<file path="config.mk">
export PLATFORM = sky130hd
export DESIGN_NAME = multi_op_sequencer
export DESIGN_NICKNAME = d
export VERILOG_FILES = /design/src/rtl/multi_op_sequencer_pkg.sv /design/src/rtl/multi_op_fifo.sv /design/src/rtl/multi_op_sequencer.sv
export SDC_FILE = /design/constraint.sdc
export NUM_CORES = 1
export LEC_CHECK = 0
export ABC_AREA = 1
export CAP_MARGIN = 20
export CORE_UTILIZATION = 45
export DETAILED_ROUTE_END_ITERATION = 6
export PLACE_DENSITY = 0.8
export SYNTH_ARGS = -nofsm -noshare
export SYNTH_HDL_FRONTEND = slang
export SYNTH_SLANG_ARGS = --single-unit
</file>
<file path="constraint.sdc">
create_clock -name clk -period 2.4 [get_ports clk]
set_input_delay 0.48 -clock clk [delete_from_list [all_inputs] [get_ports clk]]
set_output_delay 0.48 -clock clk [all_outputs]
set_load 0.02 [all_outputs]
</file>
<file path="src/rtl/multi_op_sequencer_pkg.sv">
`default_nettype none
// ============================================================================
// Module      : multi_op_sequencer_pkg
// Description : Shared FSM encoding, default parameters and width helper for
//               the multi-operation Booth sequencer.
// Revision    : 1.0 - initial release
// ============================================================================
package multi_op_sequencer_pkg;

    localparam int C_DATA_WIDTH     = 8;
    localparam int C_FIFO_DEPTH     = 2;
    localparam int C_TIMEOUT_CYCLES = 64;

    localparam logic [1:0] ST_IDLE = 2'd0;
    localparam logic [1:0] ST_RUN  = 2'd1;
    localparam logic [1:0] ST_DONE = 2'd2;

    // Index width that never collapses to zero bits for tiny ranges.
    function automatic int f_index_width(input int range_n);
        return (range_n < 2) ? 1 : $clog2(range_n);
    endfunction

endpackage : multi_op_sequencer_pkg
`default_nettype wire

</file>
<file path="src/rtl/multi_op_fifo.sv">
`default_nettype none
// ============================================================================
// Module      : multi_op_fifo
// Description : Operand-pair buffer with push/pop and full/empty flags.
// Revision    : 1.0 - initial release
// ============================================================================
module multi_op_fifo
    import multi_op_sequencer_pkg::*;
#(
    parameter int DATA_W = 2 * C_DATA_WIDTH,
    parameter int DEPTH  = C_FIFO_DEPTH
) (
    input  logic              clk,
    input  logic              rst,
    input  logic              i_push,
    input  logic              i_pop,
    input  logic [DATA_W-1:0] i_data,
    output logic [DATA_W-1:0] o_data,
    output logic              o_full,
    output logic              o_empty
);

    localparam int c_ptr_w = f_index_width(DEPTH);
    localparam int c_cnt_w = $clog2(DEPTH) + 1;
    localparam logic [c_cnt_w-1:0] c_full_count = c_cnt_w'(DEPTH);

    logic [DATA_W-1:0]  r_mem [DEPTH];
    logic [c_ptr_w-1:0] r_wr_ptr;
    logic [c_ptr_w-1:0] r_rd_ptr;
    logic [c_cnt_w-1:0] r_count;
    logic               w_push;
    logic               w_pop;

    // Full blocks a push even when a pop happens in the same cycle.
    assign w_push  = i_push && !o_full;
    assign w_pop   = i_pop && !o_empty;
    assign o_full  = (r_count == c_full_count);
    assign o_empty = (r_count == '0);
    assign o_data  = r_mem[r_rd_ptr];

    always_ff @(posedge clk) begin
        if (w_push) begin
            r_mem[r_wr_ptr] <= i_data;
        end
    end

    // Pointers wrap naturally because DEPTH is a power of two.
    always_ff @(posedge clk) begin
        if (rst) begin
            r_wr_ptr <= '0;
            r_rd_ptr <= '0;
            r_count  <= '0;
        end else begin
            if (w_push) begin
                r_wr_ptr <= r_wr_ptr + 1'b1;
            end
            if (w_pop) begin
                r_rd_ptr <= r_rd_ptr + 1'b1;
            end
            case ({w_push, w_pop})
                2'b10:   r_count <= r_count + 1'b1;
                2'b01:   r_count <= r_count - 1'b1;
                default: r_count <= r_count;
            endcase
        end
    end

endmodule : multi_op_fifo
`default_nettype wire

</file>
<file path="src/rtl/multi_op_sequencer.sv">
`default_nettype none
// ============================================================================
// Module      : multi_op_sequencer
// Description : Buffers signed operand pairs and sequences them one at a time
//               through an external Booth multiplier core. Optional watchdog
//               enabled by macro MULTI_SEQ_TIMEOUT_EN.
// Revision    : 1.0 - initial release
// ============================================================================
module multi_op_sequencer
    import multi_op_sequencer_pkg::*;
#(
    parameter int Data_Width     = C_DATA_WIDTH,
    parameter int Fifo_Depth     = C_FIFO_DEPTH,
    parameter int Timeout_Cycles = C_TIMEOUT_CYCLES
) (
    input  logic                    clk,
    input  logic                    rst,
    input  logic                    In_Valid,
    output logic                    In_Ready,
    input  logic [Data_Width-1:0]   In_Multiplicand,
    input  logic [Data_Width-1:0]   In_Multiplier,
    output logic                    Multi_En,
    output logic [Data_Width-1:0]   Multiplicand,
    output logic [Data_Width-1:0]   Multiplier,
    input  logic                    Multip_Finsh,
    input  logic [2*Data_Width-1:0] Multiplication_Out,
    output logic                    Out_Valid,
    input  logic                    Out_Ready,
    output logic [2*Data_Width-1:0] Out_Product,
    output logic                    Out_Error
);

    if ((Fifo_Depth < 2) || ((Fifo_Depth & (Fifo_Depth - 1)) != 0) ||
        (Timeout_Cycles < 2)) begin : g_param_check
        $fatal(1, "multi_op_sequencer: unsupported Fifo_Depth or Timeout_Cycles");
    end

    logic [1:0]              r_state;
    logic                    r_multi_en;
    logic [Data_Width-1:0]   r_multiplicand;
    logic [Data_Width-1:0]   r_multiplier;
    logic                    r_out_valid;
    logic [2*Data_Width-1:0] r_out_product;

    logic                    w_full;
    logic                    w_empty;
    logic [2*Data_Width-1:0] w_head;
    logic                    w_finish;
    logic                    w_timeout;
    logic                    w_pop;

    multi_op_fifo #(
        .DATA_W (2 * Data_Width),
        .DEPTH  (Fifo_Depth)
    ) u_fifo (
        .clk     (clk),
        .rst     (rst),
        .i_push  (In_Valid),
        .i_pop   (w_pop),
        .i_data  ({In_Multiplicand, In_Multiplier}),
        .o_data  (w_head),
        .o_full  (w_full),
        .o_empty (w_empty)
    );

    assign In_Ready     = !w_full;
    assign Multi_En     = r_multi_en;
    assign Multiplicand = r_multiplicand;
    assign Multiplier   = r_multiplier;
    assign Out_Valid    = r_out_valid;
    assign Out_Product  = r_out_product;

    // Completion from the core only matters while an operation is running.
    assign w_finish = (r_state == ST_RUN) && Multip_Finsh;
    assign w_pop    = w_finish || w_timeout;

`ifdef MULTI_SEQ_TIMEOUT_EN
    localparam int c_wd_w = f_index_width(Timeout_Cycles);
    localparam logic [c_wd_w-1:0] c_wd_last = c_wd_w'(Timeout_Cycles - 1);

    logic [c_wd_w-1:0] r_watchdog;
    logic              r_out_error;

    assign w_timeout = (r_state == ST_RUN) && !Multip_Finsh && (r_watchdog == c_wd_last);
    assign Out_Error = r_out_error;

    // Held at zero outside RUN so every operation starts counting from zero.
    always_ff @(posedge clk) begin
        if (rst) begin
            r_watchdog <= '0;
        end else if (r_state == ST_RUN) begin
            r_watchdog <= r_watchdog + 1'b1;
        end else begin
            r_watchdog <= '0;
        end
    end

    always_ff @(posedge clk) begin
        if (rst) begin
            r_out_error <= 1'b0;
        end else if (w_finish) begin
            r_out_error <= 1'b0;
        end else if (w_timeout) begin
            r_out_error <= 1'b1;
        end
    end
`else
    assign w_timeout = 1'b0;
    assign Out_Error = 1'b0;
`endif

    always_ff @(posedge clk) begin
        if (rst) begin
            r_state        <= ST_IDLE;
            r_multi_en     <= 1'b0;
            r_multiplicand <= '0;
            r_multiplier   <= '0;
            r_out_valid    <= 1'b0;
            r_out_product  <= '0;
        end else begin
            case (r_state)
                ST_IDLE: begin
                    if (!w_empty) begin
                        r_state        <= ST_RUN;
                        r_multi_en     <= 1'b1;
                        r_multiplicand <= w_head[2*Data_Width-1:Data_Width];
                        r_multiplier   <= w_head[Data_Width-1:0];
                    end
                end
                ST_RUN: begin
                    if (w_finish) begin
                        r_state       <= ST_DONE;
                        r_multi_en    <= 1'b0;
                        r_out_valid   <= 1'b1;
                        r_out_product <= Multiplication_Out;
                    end else if (w_timeout) begin
                        r_state       <= ST_DONE;
                        r_multi_en    <= 1'b0;
                        r_out_valid   <= 1'b1;
                        r_out_product <= '0;
                    end
                end
                ST_DONE: begin
                    if (Out_Ready) begin
                        r_state     <= ST_IDLE;
                        r_out_valid <= 1'b0;
                    end
                end
                default: begin
                    r_state     <= ST_IDLE;
                    r_multi_en  <= 1'b0;
                    r_out_valid <= 1'b0;
                end
            endcase
        end
    end

endmodule : multi_op_sequencer
`default_nettype wire

</file>
==> impl_metrics.py, run 1 <==
metrics = {
    "setup_path": {
        "path_cells": "inv_1, nand2_1, clkdlybuf4s50_1",
        "cp_num_cells": 3,
        "cp.arrival_ps": 1540,
        "cp_slowest_cell": "clkdlybuf4s50_1",
        "path_buf_inv": 2,
        "critPathLaunchType": "flop",
        "reg2reg_depth": 7,
        "endpoint_kind": "output pin",
        "path_class": "reg -> out",
        "cp.required_ps": 1920,
        "regToRegStartpoint": "u_fifo.r_count[0]",
        "r2r_end": "u_fifo.r_count[1]",
        "setup.worst_path.start": "u_fifo.r_count[0]",
        "r2r_slack_ps": 850,
        "cpPeakStageDelay_ps": 620,
        "crit_fanout": 5,
        "critPathTopFamily": "buffers and inverters",
        "crit_end": "In_Ready",
    },
    "timing": {
        "relSlewSlack_pct": 62.2,
        "slew_violations": 0,
        "fin_setup_tns_ps": 0,
        "fmax_mhz": 496,
        "rsz0062_at_grt": "no",
        "worst_pin_slew_ps": 567,
        "post-route-period-util_pct": 84.1,
        "hold_viol": 0,
        "period_needed_ps": 2020,
        "setup_viol": 0,
        "hold_ws_ps": 464,
        "finClkSkew_ps": 7.32,
    },
    "cells_and_area": {
        "synthToLayoutAreaGrowth_pct": 35.5,
        "layout-drive-gt1-share_pct": 8.47,
        "fillers": 464,
        "nNetsFinal": 387,
        "multi_input_area_um2": 746,
        "n_antenna_cell": 0,
        "seqCellArea_um2": 1760,
    },
    "cts": {
        "cts_tree": "yes",
        "post-cts-setup-buffers": 0,
        "clock-root-buffer": "clkbuf_8",
        "clock_path_buffers": 2,
        "cts_resized": 0,
        "htree_levels": 3,
        "clk_pin_slew_worst_paths_ps": 70,
        "clock_latency_ps": 350,
        "cts.sinks": 72,
        "numCtsBuffers": 9,
        "hold_buffers": 0,
    },
    "power": {
        "p_total_mw": 3.13,
        "p_leak_nw": 1.38,
        "p_per_area_nw_per_um2": 865,
        "ir_drop_mv": 0.498,
    },
    "synth": {
        "synthDistinctLibCells": 23,
        "yosys-top-cells-count": "nand2_1, dfxtp_1, nor2_1, edfxtp_1, o21ai_0",
        "synth_nets": 313,
        "synth.yosys.seq_area_share_pct": 65.9,
        "synth_warnings": 0,
        "synthFlopType": "dfxtp_1",
        "postSynthAreaPerCell_um2": 9.73,
        "async_flop_share_pct": 0,
        "yosysMostFrequentCell": "nand2_1",
        "synth_area_leaders": "edfxtp_1, dfxtp_1, nand2_1",
        "synth_edf_count": 32,
        "syn-instance-count": 275,
        "synth_area_um2": 2680,
        "yosys.area.top_type_share_pct": 35.9,
        "yosys.area.top_type": "edfxtp_1",
        "synth-seq-cells": 72,
    },
    "hold_path": {
        "hold_path_startpoint": "Out_Product[8]",
        "hp-class": "reg -> reg",
    },
    "grt": {
        "antenna_found_initial": 0,
        "grt-ovfl-total": 0,
        "grt_pass1_wl_um": 8300,
        "grt_pass1_vias": 1848,
        "grt_use_total_pct": 17.8,
        "grt_max_degree": 23,
    },
    "floorplanning": {
        "initial_core_util_pct": 47.7,
        "fp.dieH_um": 79.1,
        "die_area_um2": 6260,
        "rows": 27,
        "core_area_um2": 5610,
        "io-pin-count": 73,
        "die_x_um": 79.1,
    },
    "route": {
        "vias": 2076,
        "drt_iter0_markers": 85,
        "drc": 0,
        "viasPerCell": 4.87,
        "wl_per_cell_um": 12.8,
        "dr.pass1.iters": 4,
        "wirelength_um": 5440,
        "final_antenna_net_count": 0,
    },
    "flow_run": {
        "cap_violations": 0,
    },
    "place": {
        "io_buffers": 71,
        "hpwlAfterDp_um": 3510,
        "gp_congestion": 0.720,
    },
    "run_status": {
        "outcome": "completed",
    },
}
## registers in the layout, summed over array words and instances (netlist names)
name and count:
r_state 2, Multi_En 1, Out_Product 16, u_fifo.r_wr_ptr 1, u_fifo.r_mem 32, u_fifo.r_count 2
Multiplier 8, Out_Valid 1, u_fifo.r_rd_ptr 1, Multiplicand 8
## routing by layer
| layer | GRT usage, % | vias up | share of wire (%) |
|---|---|---|---|
| met5 | 0 | - | 0 |
| met3 | 3.91 | 12 | 6.5 |
| met2 | 29.5 | 68 | 46 |
| met1 | 21.5 | 957 | 45 |
| met4 | 9.82 | 0 | 2.1 |
| li1 | - | 1039 | - |
## stage by stage
stage	instances	cell area, µm²	setup slack [ps]	utilization (%)
after global routing	426	3620	309	64.6
after floorplan	275	2680	534	-
after CTS	426	3620	366	64.6
after global placement	410	3440	425	61.3
after detailed placement	410	3440	357	61.3
final	426	3620	382	64.6
## worst register-to-register path: stages, from the launching register on
cell     delay [ps]
dfxtp_1         410
inv_1            60
nand2_1         110
nand2_1         130
ha_1            220
or2_2           290
a21oi_1         170
nor2_1           60
## cells in the final DEF (no fill, tap or decap)
| cell | n |
|---|---|
| clkdlybuf4s50_1 | 71 |
| nand2_1 | 58 |
| dfxtp_1 | 40 |
| nor2_1 | 37 |
| edfxtp_1 | 32 |
| o21ai_0 | 31 |
| inv_1 | 23 |
| a21oi_1 | 20 |
| clkbuf_8 | 9 |
| nor2_2 | 5 |
| buf_4 | 5 |
| nand3_1 | 4 |
| o21ai_1 | 3 |
| clkinv_2 | 3 |
| a21oi_2 | 2 |
| clkinvlp_4 | 2 |
| nor2_4 | 1 |
| inv_2 | 1 |
| or2_2 | 1 |
| xor2_1 | 1 |
| nand3b_1 | 1 |
| ha_1 | 1 |
| conb_1 | 1 |
| clkbuf_1 | 1 |
| bufinv_16 | 1 |
## where the power goes
group          internal [mW]  total, mW  switching [mW]
Clock                  0.474      0.910           0.435
Combinational          0.311      0.717           0.406
Sequential              1.44       1.51          0.0712
Total                   2.22       3.13           0.912
## layout make-up
class,count,share of cell area [%]
Clock buffer,10,3.52
Multi-Input combinational cell,166,20.6
Inverter,24,2.49
Clock inverter,6,1.66
Sequential cell,72,48.6
Timing Repair Buffer,76,20.6
Tap cell,72,2.49
## kinds of logic (layout without fill, tap and decap cells)
kind of cell,after synthesis,in the layout,synth area share (%)
AO/OA/AOI/OAI,56,56,10.8
XOR/XNOR,1,1,0.327
adder cells (fa/ha/maj),1,1,0.468
buffers and inverters,37,116,6.27
flip-flops,72,72,65.9
other,1,1,0.140
AND/OR/NAND/NOR,107,107,16.2
## worst min path at each step
stage                            endpoint  slack, ps  cells after the start
after floorplan           u_fifo.r_wr_ptr        450                      2
after global placement     Out_Product[0]        450                      2
final                      Out_Product[8]        460                      2
after global routing       Out_Product[2]        480                      2
after CTS                  Out_Product[8]        470                      2
after detailed placement   Out_Product[8]        460                      2
Power figures use the tool's default switching activity.
==> run 2: changes to the inputs <==
==> constraint.sdc (replaced) <==
create_clock -name clk -period 2.08 [get_ports clk]
set_input_delay 0.416 -clock clk [delete_from_list [all_inputs] [get_ports clk]]
set_output_delay 0.416 -clock clk [all_outputs]
set_load 0.02 [all_outputs]
==> impl_metrics.py, run 2 (synthesis results as in run 1) <==
metrics = {
    "timing": {
        "slew_violations": 0,
        "period_needed_ps": 1960,
        "worst_pin_slew_ps": 537,
        "finClkSkew_ps": 11.3,
        "post-route-period-util_pct": 94.0,
        "setup_viol": 0,
        "hold_viol": 0,
        "fin_setup_tns_ps": 0,
        "relSlewSlack_pct": 64.2,
        "rsz0062_at_grt": "no",
        "fmax_mhz": 511,
        "layout_setup_ws_ps": 125,
    },
    "route": {
        "drt_iter0_markers": 84,
        "drc": 0,
        "viasPerCell": 4.88,
        "wl_per_cell_um": 12.7,
        "wirelength_um": 5410,
        "final_antenna_net_count": 0,
        "vias": 2083,
        "dr.pass1.iters": 4,
    },
    "cells_and_area": {
        "seqCellArea_um2": 1760,
        "synthToLayoutAreaGrowth_pct": 37.0,
        "layout_commonest_cell": "clkdlybuf4s50_1",
        "final_cell_count_no_fill": 427,
        "final_cell_mix": "clkdlybuf4s50_1, nand2_1, dfxtp_1",
        "fillers": 454,
        "multi_input_area_um2": 746,
        "layout-drive-gt1-share_pct": 8.73,
        "nNetsFinal": 388,
        "utilization_pct": 65.4,
        "n_antenna_cell": 0,
        "largest_register": "u_fifo.r_mem",
        "largest_register_ffs": 32,
    },
    "floorplanning": {
        "die_area_um2": 6260,
        "rows": 27,
        "core_area_um2": 5610,
        "die_x_um": 79.1,
        "fp.dieH_um": 79.1,
        "initial_core_util_pct": 47.7,
        "io-pin-count": 73,
    },
    "cts": {
        "clock_latency_ps": 340,
        "clock-root-buffer": "clkbuf_8",
        "hold_buffers": 0,
        "htree_levels": 3,
        "clock_path_buffers": 2,
        "clk_pin_slew_worst_paths_ps": 70,
        "cts_tree": "yes",
        "numCtsBuffers": 9,
        "cts_resized": 0,
        "cts.sinks": 72,
        "post-cts-setup-buffers": 0,
    },
    "setup_path": {
        "critPathTopFamily": "buffers and inverters",
        "cp.arrival_ps": 1540,
        "path_class": "reg -> out",
        "cpPeakStageDelay_ps": 620,
        "cp_slowest_cell": "clkdlybuf4s50_1",
        "critPathLaunchType": "flop",
        "crit_fanout": 5,
        "cp.required_ps": 1660,
        "path_cells": "inv_1, nand2_1, clkdlybuf4s50_1",
        "endpoint_kind": "output pin",
        "path_buf_inv": 2,
        "r2r_slack_ps": 520,
    },
    "grt": {
        "grt_max_degree": 27,
        "grt_pass1_vias": 1971,
        "grt_pass1_wl_um": 8840,
        "antenna_found_initial": 0,
        "grt-ovfl-total": 0,
        "grt_use_total_pct": 18.7,
    },
    "place": {
        "io_buffers": 71,
        "hpwlAfterDp_um": 3510,
        "dp_cells": 411,
        "pre_cts_slack_ps": 87.6,
        "gp_congestion": 0.715,
    },
    "hold_path": {
        "hp-class": "reg -> reg",
    },
    "power": {
        "p_per_area_nw_per_um2": 1000,
        "p_leak_nw": 1.40,
        "ir_drop_mv": 0.589,
    },
    "run_status": {
        "outcome": "completed",
    },
    "flow_run": {
        "cap_violations": 0,
    },
}
[run 2: cell types whose count changed in the layout (fill, tap and decap cells not counted), sizes merged]
cell / previous run / this run
clkbuf: 10 / 11
clkinvlp: 2 / 1
buf: 5 / 6
[run 2: tightest hold or removal path, cell delays in order (launching register included)]
cell and delay (ps):
dfxtp_1 310, nand2_1 60, a21oi_1 50
[run 2: power breakdown]
group	switching [mW]	internal (mW)	total [mW]
clock network	0.496	0.585	1.08
registers	0.0811	1.66	1.74
logic	0.473	0.372	0.845
total	1.05	2.61	3.66
[run 2: final timing paths]
| kind | end | from | cells past startpoint |
|---|---|---|---|
| hold / removal | Out_Product[1] | Out_Product[1] | 2 |
| hold reg to reg | Out_Product[1] | Out_Product[1] | 2 |
| setup reg to reg | u_fifo.r_count[1] | u_fifo.r_count[0] | 8 |
| setup / recovery | In_Ready | u_fifo.r_count[0] | 3 |
[run 2: final cells by class]
cell class	count	area share, %
multi-input cells	166	20.3
flip-flops and latches	72	48.1
well taps	72	2.46
repair buffers	77	21.3
inverters	24	2.46
clock inverters	5	1.54
clock buffers	11	3.86
[run 2: metrics by stage]
| stage | hold slack (ps) | instance area [µm²] | power [mW] |
|---|---|---|---|
| after floorplan | 454 | 2680 | 2.23 |
| after global placement | 452 | 3470 | 2.60 |
| after detailed placement | 455 | 3470 | 2.62 |
| after CTS | 466 | 3670 | 3.70 |
| after global routing | 498 | 3670 | 3.85 |
| final | 464 | 3670 | 3.66 |
[run 2: metal layers]
metal | part of all wire [%] | wire length [µm] | up-vias | global-route usage (%)
met2 | 47 | 2540 | 76 | 31.8
met4 | 1.1 | 57 | 0 | 8.55
met3 | 8.5 | 462 | 7 | 5.06
met5 | 0 | 0 | - | 0
met1 | 43 | 2350 | 959 | 21.8
li1 | - | - | 1041 | -
